## src/rtl/aes_pkg.sv

```systemverilog
// Shared AES constants, the inverse-SubBytes FSM state type and the inverse S-box table.
package aes_pkg;

    localparam int AES_BLOCK_W = 128;
    localparam int BYTE_W      = 8;
    localparam int NUM_BYTES   = 16;

    typedef enum logic [1:0] {
        IDLE = 2'd0,
        RUN  = 2'd1,
        DONE = 2'd2
    } fsm_state_t;

    localparam logic [7:0] INV_SBOX [256] = '{
        8'h52, 8'h09, 8'h6a, 8'hd5, 8'h30, 8'h36, 8'ha5, 8'h38, 8'hbf, 8'h40, 8'ha3, 8'h9e, 8'h81, 8'hf3, 8'hd7, 8'hfb,
        8'h7c, 8'he3, 8'h39, 8'h82, 8'h9b, 8'h2f, 8'hff, 8'h87, 8'h34, 8'h8e, 8'h43, 8'h44, 8'hc4, 8'hde, 8'he9, 8'hcb,
        8'h54, 8'h7b, 8'h94, 8'h32, 8'ha6, 8'hc2, 8'h23, 8'h3d, 8'hee, 8'h4c, 8'h95, 8'h0b, 8'h42, 8'hfa, 8'hc3, 8'h4e,
        8'h08, 8'h2e, 8'ha1, 8'h66, 8'h28, 8'hd9, 8'h24, 8'hb2, 8'h76, 8'h5b, 8'ha2, 8'h49, 8'h6d, 8'h8b, 8'hd1, 8'h25,
        8'h72, 8'hf8, 8'hf6, 8'h64, 8'h86, 8'h68, 8'h98, 8'h16, 8'hd4, 8'ha4, 8'h5c, 8'hcc, 8'h5d, 8'h65, 8'hb6, 8'h92,
        8'h6c, 8'h70, 8'h48, 8'h50, 8'hfd, 8'hed, 8'hb9, 8'hda, 8'h5e, 8'h15, 8'h46, 8'h57, 8'ha7, 8'h8d, 8'h9d, 8'h84,
        8'h90, 8'hd8, 8'hab, 8'h00, 8'h8c, 8'hbc, 8'hd3, 8'h0a, 8'hf7, 8'he4, 8'h58, 8'h05, 8'hb8, 8'hb3, 8'h45, 8'h06,
        8'hd0, 8'h2c, 8'h1e, 8'h8f, 8'hca, 8'h3f, 8'h0f, 8'h02, 8'hc1, 8'haf, 8'hbd, 8'h03, 8'h01, 8'h13, 8'h8a, 8'h6b,
        8'h3a, 8'h91, 8'h11, 8'h41, 8'h4f, 8'h67, 8'hdc, 8'hea, 8'h97, 8'hf2, 8'hcf, 8'hce, 8'hf0, 8'hb4, 8'he6, 8'h73,
        8'h96, 8'hac, 8'h74, 8'h22, 8'he7, 8'had, 8'h35, 8'h85, 8'he2, 8'hf9, 8'h37, 8'he8, 8'h1c, 8'h75, 8'hdf, 8'h6e,
        8'h47, 8'hf1, 8'h1a, 8'h71, 8'h1d, 8'h29, 8'hc5, 8'h89, 8'h6f, 8'hb7, 8'h62, 8'h0e, 8'haa, 8'h18, 8'hbe, 8'h1b,
        8'hfc, 8'h56, 8'h3e, 8'h4b, 8'hc6, 8'hd2, 8'h79, 8'h20, 8'h9a, 8'hdb, 8'hc0, 8'hfe, 8'h78, 8'hcd, 8'h5a, 8'hf4,
        8'h1f, 8'hdd, 8'ha8, 8'h33, 8'h88, 8'h07, 8'hc7, 8'h31, 8'hb1, 8'h12, 8'h10, 8'h59, 8'h27, 8'h80, 8'hec, 8'h5f,
        8'h60, 8'h51, 8'h7f, 8'ha9, 8'h19, 8'hb5, 8'h4a, 8'h0d, 8'h2d, 8'he5, 8'h7a, 8'h9f, 8'h93, 8'hc9, 8'h9c, 8'hef,
        8'ha0, 8'he0, 8'h3b, 8'h4d, 8'hae, 8'h2a, 8'hf5, 8'hb0, 8'hc8, 8'heb, 8'hbb, 8'h3c, 8'h83, 8'h53, 8'h99, 8'h61,
        8'h17, 8'h2b, 8'h04, 8'h7e, 8'hba, 8'h77, 8'hd6, 8'h26, 8'he1, 8'h69, 8'h14, 8'h63, 8'h55, 8'h21, 8'h0c, 8'h7d
    };

endpackage

```

## src/rtl/inv_sbox.sv

```systemverilog
// Combinational AES inverse S-box lookup for one byte.
module inv_sbox
    import aes_pkg::*;
(
    input  logic [7:0] a,
    output logic [7:0] c
);

    assign c = INV_SBOX[a];

endmodule

```

## src/rtl/inv_subbytes_seq.sv

```systemverilog
// Sequential inverse SubBytes: LANES inverse S-boxes applied over 16/LANES cycles
// to a rotating 128-bit shift register, with valid/ready on both sides.
module inv_subbytes_seq
    import aes_pkg::*;
#(
    parameter int LANES = 4
) (
    input  logic                   clk,
    input  logic                   rst,
    input  logic                   in_valid,
    output logic                   in_ready,
    input  logic [AES_BLOCK_W-1:0] data,
    output logic                   out_valid,
    input  logic                   out_ready,
    output logic [AES_BLOCK_W-1:0] isb,
    output logic                   busy
);

    // Handshake: a transfer happens on a rising edge where valid and ready are both high;
    // the producer holds valid and payload stable until then, and ready never depends on valid.

    localparam int STEPS  = NUM_BYTES / LANES;
    localparam int CNT_W  = (STEPS > 1) ? $clog2(STEPS) : 1;
    localparam int LANE_W = BYTE_W * LANES;

    if (LANES != 1 && LANES != 2 && LANES != 4 && LANES != 8 && LANES != 16) begin : g_bad_lanes
        $error("inv_subbytes_seq: LANES must be 1, 2, 4, 8 or 16");
    end

    fsm_state_t             state_q, state_d;
    logic [CNT_W-1:0]       cnt_q;
    logic [AES_BLOCK_W-1:0] sreg_q;
    logic [AES_BLOCK_W-1:0] sreg_rot;
    logic [LANE_W-1:0]      sub;
    logic                   last_step;

    for (genvar g = 0; g < LANES; g++) begin : g_lane
        inv_sbox u_inv_sbox (
            .a (sreg_q[AES_BLOCK_W-1-BYTE_W*g -: BYTE_W]),
            .c (sub[LANE_W-1-BYTE_W*g -: BYTE_W])
        );
    end

    // Substituted top bytes re-enter at the bottom, so 16/LANES steps restore byte order.
    if (LANES == NUM_BYTES) begin : g_full
        assign sreg_rot = sub;
    end else begin : g_rot
        assign sreg_rot = {sreg_q[AES_BLOCK_W-LANE_W-1:0], sub};
    end

    assign last_step = (cnt_q == CNT_W'(STEPS - 1));

    always_comb begin
        state_d   = state_q;
        in_ready  = 1'b0;
        out_valid = 1'b0;
        busy      = 1'b0;
        case (state_q)
            IDLE: begin
                in_ready = 1'b1;
                if (in_valid) state_d = RUN;
            end
            RUN: begin
                busy = 1'b1;
                if (last_step) state_d = DONE;
            end
            DONE: begin
                busy      = 1'b1;
                out_valid = 1'b1;
                if (out_ready) state_d = IDLE;
            end
            default: state_d = IDLE;
        endcase
    end

    always_ff @(posedge clk) begin
        if (rst) begin
            state_q <= IDLE;
            cnt_q   <= '0;
            sreg_q  <= '0;
        end else begin
            state_q <= state_d;
            if (state_q == IDLE && in_valid) begin
                sreg_q <= data;
                cnt_q  <= '0;
            end else if (state_q == RUN) begin
                sreg_q <= sreg_rot;
                cnt_q  <= cnt_q + CNT_W'(1);
            end
        end
    end

    assign isb = out_valid ? sreg_q : '0;

endmodule

```

## config.mk

```make
export PLATFORM = sky130hd
export DESIGN_NAME = inv_subbytes_seq
export DESIGN_NICKNAME = d
export VERILOG_FILES = /design/src/rtl/aes_pkg.sv /design/src/rtl/inv_sbox.sv /design/src/rtl/inv_subbytes_seq.sv
export SDC_FILE = /design/constraint.sdc
export NUM_CORES = 1
export LEC_CHECK = 0
export BUFFER_PORTS_ARGS = -buffer_cell sky130_fd_sc_hd__buf_4
export CORE_UTILIZATION = 30
export CTS_BUF_LIST = sky130_fd_sc_hd__clkbuf_8
export DETAILED_ROUTE_END_ITERATION = 6
export GPL_TIMING_DRIVEN = 0
export HOLD_SLACK_MARGIN = 0.03
export PLACE_DENSITY = 0.49
export SYNTH_ARGS = -nofsm -noshare
export SYNTH_HDL_FRONTEND = slang
export SYNTH_SLANG_ARGS = --single-unit
```

## constraint.sdc

```tcl
create_clock -name clk -period 2.9 [get_ports clk]
set_input_delay 0.58 -clock clk [delete_from_list [all_inputs] [get_ports clk]]
set_output_delay 0.58 -clock clk [all_outputs]
set_load 0.03 [all_outputs]
```

# Word level (Yosys, flattened, before mapping)
# Memories as Yosys holds them, arrays and structs flattened.
# Index checks and enable logic that the tools add are counted.
[totals]
reg_bits = 132
romBits = 8192
word_cells = 46
mem_count = 4
[memory_table]
columns = ["name", "depth", "width", "read_ports", "rd_clocked_by_memory_dff", "write_ports", "line", "source"]
rows = [
  ["(no name shown)", 256, 8, 1, 0, 0, "inv_sbox.sv:9", "assign c = INV_SBOX[a];"],
  ["(no name shown)", 256, 8, 1, 0, 0, "inv_sbox.sv:9", ""],
  ["(no name shown)", 256, 8, 1, 0, 0, "inv_sbox.sv:9", ""],
  ["(no name shown)", 256, 8, 1, 0, 0, "inv_sbox.sv:9", ""],
]
[classes]
add_sub_neg = 1
n_lt_le_gt_ge = 4
n_eq_ne = 6
muxes = 18
n_bitwise = 4
reduce_logical = 6
[op_table]
columns = ["op", "count"]
rows = [
  ["two-way mux 128 bit", 3],
  ["two-way mux 8 bit", 8],
  [">= comparator 9 bit (second input constant)", 4],
  ["NOT 8 -> 9 bit", 4],
  ["two-way mux 2 bit", 3],
  ["inequality test 2 bit (second input constant)", 3],
  ["case mux 2 bit (3 select lines)", 1],
  ["== test 2 bit (second input constant)", 2],
  ["OR reduction 2 bit", 2],
  ["two-way mux 1 bit", 3],
  ["AND reduction 3 bit", 1],
  ["adder 2 x 1 -> 2 bit (second input constant)", 1],
  ["== test 2 x 1 -> 1 bit (second input constant)", 1],
  ["logical NOT 2 bit", 1],
  ["nonzero test 2 bit", 1],
  ["logical AND 1 bit", 1],
]

# Depth between registers and ports, before layout
[logic_depth]
ltp_word = 6
ltp_mapped = 12
ltp_nobuf = 8

# Modules after synthesis
# From an unflattened synthesis, not the netlist that was laid out.
[hier_totals]
hier_cells = 2903
hier_area_um2 = 20171.8
[by_module_without_submodules]
columns = ["mod", "instances", "cells_per_inst", "area_per_inst_um2", "seq_area_each_um2"]
rows = [
  ["inv_sbox (g_lane[2].u_inv_sbox ...)", 2, 545, 3368.2, 0.0],
  ["inv_subbytes_seq", 1, 740, 6722.7, 2642.5],
  ["inv_sbox (g_lane[1].u_inv_sbox)", 1, 531, 3454.6, 0.0],
  ["inv_sbox (g_lane[0].u_inv_sbox)", 1, 542, 3258.1, 0.0],
]

# Least setup slack after synthesis
# OpenSTA, ideal clock, no wires.
[synth_timing]
path_kind = "register to register"
startpoint = "register sreg_q[96]"
endpoint = "register sreg_q[2]"
setup_time_ps = 103
arrival_time_ps = 3026
t_required_ps = 2797
path_slack_ps = -229
path_stages_with_launch = 11
path_buffers = 3
synth_period_minus_slack_ps = 3129
cell_sequence = "dfxtp_1 buf_2 clkbuf_1 inv_1 ha_1 buf_2 nand2b_1 mux2_2 mux4_2 a22o_1 a2111oi_2"
[synth_via]
elab_chain_cells = 6
[synth_lines]
columns = ["element", "line", "source"]
rows = [
  ["from (decl)", "inv_subbytes_seq.sv:32", "logic [AES_BLOCK_W-1:0] sreg_q;"],
  ["from (signal assigned)", "inv_subbytes_seq.sv:84", "sreg_q <= data;"],
  ["from (signal assigned)", "inv_subbytes_seq.sv:87", "sreg_q <= sreg_rot;"],
  ["NOT 8 -> 9 bit (implied by the code)", "inv_sbox.sv:9", ""],
  ["memory (256 x 8 bit)", "--", ""],
  ["two-way mux 8 bit (implied by the code) (2 in a row)", "inv_sbox.sv:9", ""],
  ["two-way mux 128 bit", "inv_subbytes_seq.sv:86", "end else if (state_q == RUN) begin"],
  ["two-way mux 128 bit", "inv_subbytes_seq.sv:83", "if (state_q == IDLE && in_valid) begin"],
]
# No other way between the ends. The select of a mux whose other input is x is not followed.
# A chain may end at the register's enable or synchronous reset.

# Worst setup path in the final report
[layout_timing]
startpoint = "register sreg_q[110]"
endpoint = "output port isb[110]"
[layout_via]
elab_chain_cells = 1
[layout_lines]
columns = ["element", "line", "source"]
rows = [
  ["two-way mux 128 bit", "inv_subbytes_seq.sv:93", "assign isb = out_valid ? sreg_q : '0;"],
  ["to (decl)", "inv_subbytes_seq.sv:15", "output logic [AES_BLOCK_W-1:0] isb,"],
]
# No other way between the ends.

==> flow_summary.yaml <==
worst_hold_path:
  holdCritPathClass: "in2reg"
  worstHoldStart: "data[11]"
power_and_ir_drop:
  cellPowerDensity_nw_per_um2: 1210
  p_leak_nw: 10.2
  ir_drop_v: 0.000664
die:
  die_area_um2: 69900
  start_util: 0.305
  die_h_um: 264
  io_pins: 263
  core.rowCount: 95
  core_area_um2: 67600
  die_x_um: 264
place:
  dp_hpwl_mm: 122
  place_congestion: 1.09
  placed_cells: 4123
  io_buffers: 262
final_layout:
  stdcell_count: 4225
  final_cell_mix: "buf_4 (371), nor2_1 (273), a21oi_1 (205)"
  area_growth_pct: 29.9
  fillers: 7335
  regArea_um2: 2690
  layout_commonest_cell: "buf_4"
  nNetsFinal: 3550
  drive_gt1_frac: 0.273
  multi_input_area_um2: 17600
timing:
  timing.final.ws_setup_ns: -0.0982
  tightestPinTransition_ns: 1.06
  hold_viol_final: 0
  setup_viol: 15
  finalCritPeriodShare: 1.03
  period_minus_slack_ns: 3.00
  rsz0062_at_grt: "yes"
  final-max-slew-violation-count: 0
  clock.fmax_mhz: 334
  fin_setup_tns_ns: -0.490
  skew_ns: 0.0186
  max_slew_margin: 0.293
  whs_ns: 0.380
setup_path:
  r2r_slack_ns: -0.05
  arrival_ns: 2.42
  critPathLaunch: "sreg_q[110]"
  worstReg2RegStart: "sreg_q[108]"
  cp_top_family: "buffers and inverters"
  critPathSlowestCell: "clkbuf_1"
  max_stage_delay_ns: 0.58
  startpoint_type: "flop"
  crit_required_ns: 2.32
  critPathMaxFanout: 10
  end_kind: "output pin"
  path_cells: "clkbuf_1 -> clkbuf_2 -> and2_1 -> buf_4"
  worst-path-buf-inv: 3
  worstSetupPathType: "reg2out"
synth:
  synth_flop_cell: "dfxtp_1"
  synth_warnings: 0
  synth_fp_nets: 3205
  synth_area_um2: 20600
  synthCells: 2987
  synth.distinct_cells: 83
  ys_ff_latch: 132
  syn_avg_cell_area_um2: 6.91
  async_reset_ff_frac: 0
  yosysSeqAreaShare: 0.128
  synth_edf_count: 0
status:
  outcome: "complete, but fails checks"
  violations: "setup timing"
drt:
  drtIter0Drc: 4784
  via_count: 30000
  antenna_left: 0
  wl_per_cell_um: 38.7
  finalWirelength_mm: 163
  drc: 0
  first_pass_iters: 7
  routed_via_density: 7.09
global_routing:
  grt_pass1_vias: 28600
  grtUsageTotal: 0.449
  grt_max_degree: 20
  grt_overflow: 0
  grt_pass1_wl_mm: 225
  grt_antenna_before_repair: 10
run:
  maxCapViolations: 0
clocking:
  cts_made_buffers: 17
  clock_latency_ns: 0.49
  cts_tree: "yes"
  clockRootBuffer: "clkbuf_8"
  cts.path.max_buffers: 2
  htree_levels: 4
  clk_pin_slew_ns: 0.09
  cts.sinks: 132
  postCtsHoldBufs: 0
-- metal layers --
metal	GRT usage	up-vias	wire length, µm
met5	0	-	80
met4	0.259	12	13100
met2	0.667	2778	67000
li1	-	11900	-
met3	0.180	854	23300
met1	0.544	14400	59900
-- Yosys cell counts (all sizes together), types with 43 or more instances --
cell | instances | area, µm²
nor2 | 289 | 1090
a21oi | 217 | 1090
clkbuf | 215 | 807
nand2 | 200 | 751
o21ai | 168 | 841
and2 | 154 | 963
a211oi | 149 | 1120
buf | 138 | 677
dfxtp | 132 | 2640
mux2i | 119 | 1190
nand2b | 98 | 613
nand3 | 92 | 465
ha | 86 | 1080
nor2b | 82 | 513
nor3 | 79 | 395
o211ai | 57 | 428
a31oi | 44 | 275
o311ai | 43 | 377
-- metrics by stage --
step           total power [mW]  area (µm²)  worst slack (ns)  utilization
6_report                   32.3       26800           -0.0982        0.397
5_1_grt                    32.7       26800           -0.0543        0.397
4_1_cts                    29.5       26000         -0.000311        0.384
3_5_place_dp               25.5       23700             -1.65        0.351
3_3_place_gp               26.3       23700             -1.80        0.351
2_1_floorplan              16.1       20700            -0.102            -
-- flip-flops by register name (all words and copies together), names as in the netlist --
signal	cells
sreg_q	128
cnt_q	2
state_q	2
-- repair_timing --
action	in CTS	in global routing
setup buffers	51	26
pin swaps	26	48
resized for setup	448	233
endpoints found under the setup margin	146	129
-- worst paths after layout --
kind,endpoint,cells past startpoint
worst max-delay path,isb[110],4
worst min-delay path,sreg_q[11],2
worst max register to register,sreg_q[12],7
worst min register to register,sreg_q[25],2
-- where the power goes --
| part | internal (mW) | switching [mW] | total, mW |
|---|---|---|---|
| registers | 2.49 | 0.910 | 3.40 |
| clock network | 1.10 | 0.852 | 1.95 |
| logic | 8.86 | 18.1 | 27.0 |
| total | 12.4 | 19.9 | 32.3 |
-- kinds of logic (layout without fill, tap and decap cells) --
group,after synthesis,in the layout,synth area share
xor gates and xnor gates,7,7,0.00297
and+or+nand+nor,1150,1150,0.282
other,0,7,0
buffers and inverters,399,757,0.0802
muxes,163,163,0.100
adders and majority gates,86,86,0.0521
DFF,132,132,0.128
AOI/OAI and AO/OA,1050,1050,0.354
-- final cells by class --
type,instances,share of cell area
well taps,873,0.0407
diodes,7,0.000653
multi-input cells,2456,0.656
clock inverters,12,0.00741
plain buffers,339,0.0805
repair buffers,340,0.0962
flip-flops and latches,132,0.100
clock buffers,20,0.0103
inverters,46,0.00760
No activity file was read; power rests on OpenSTA's default activity.
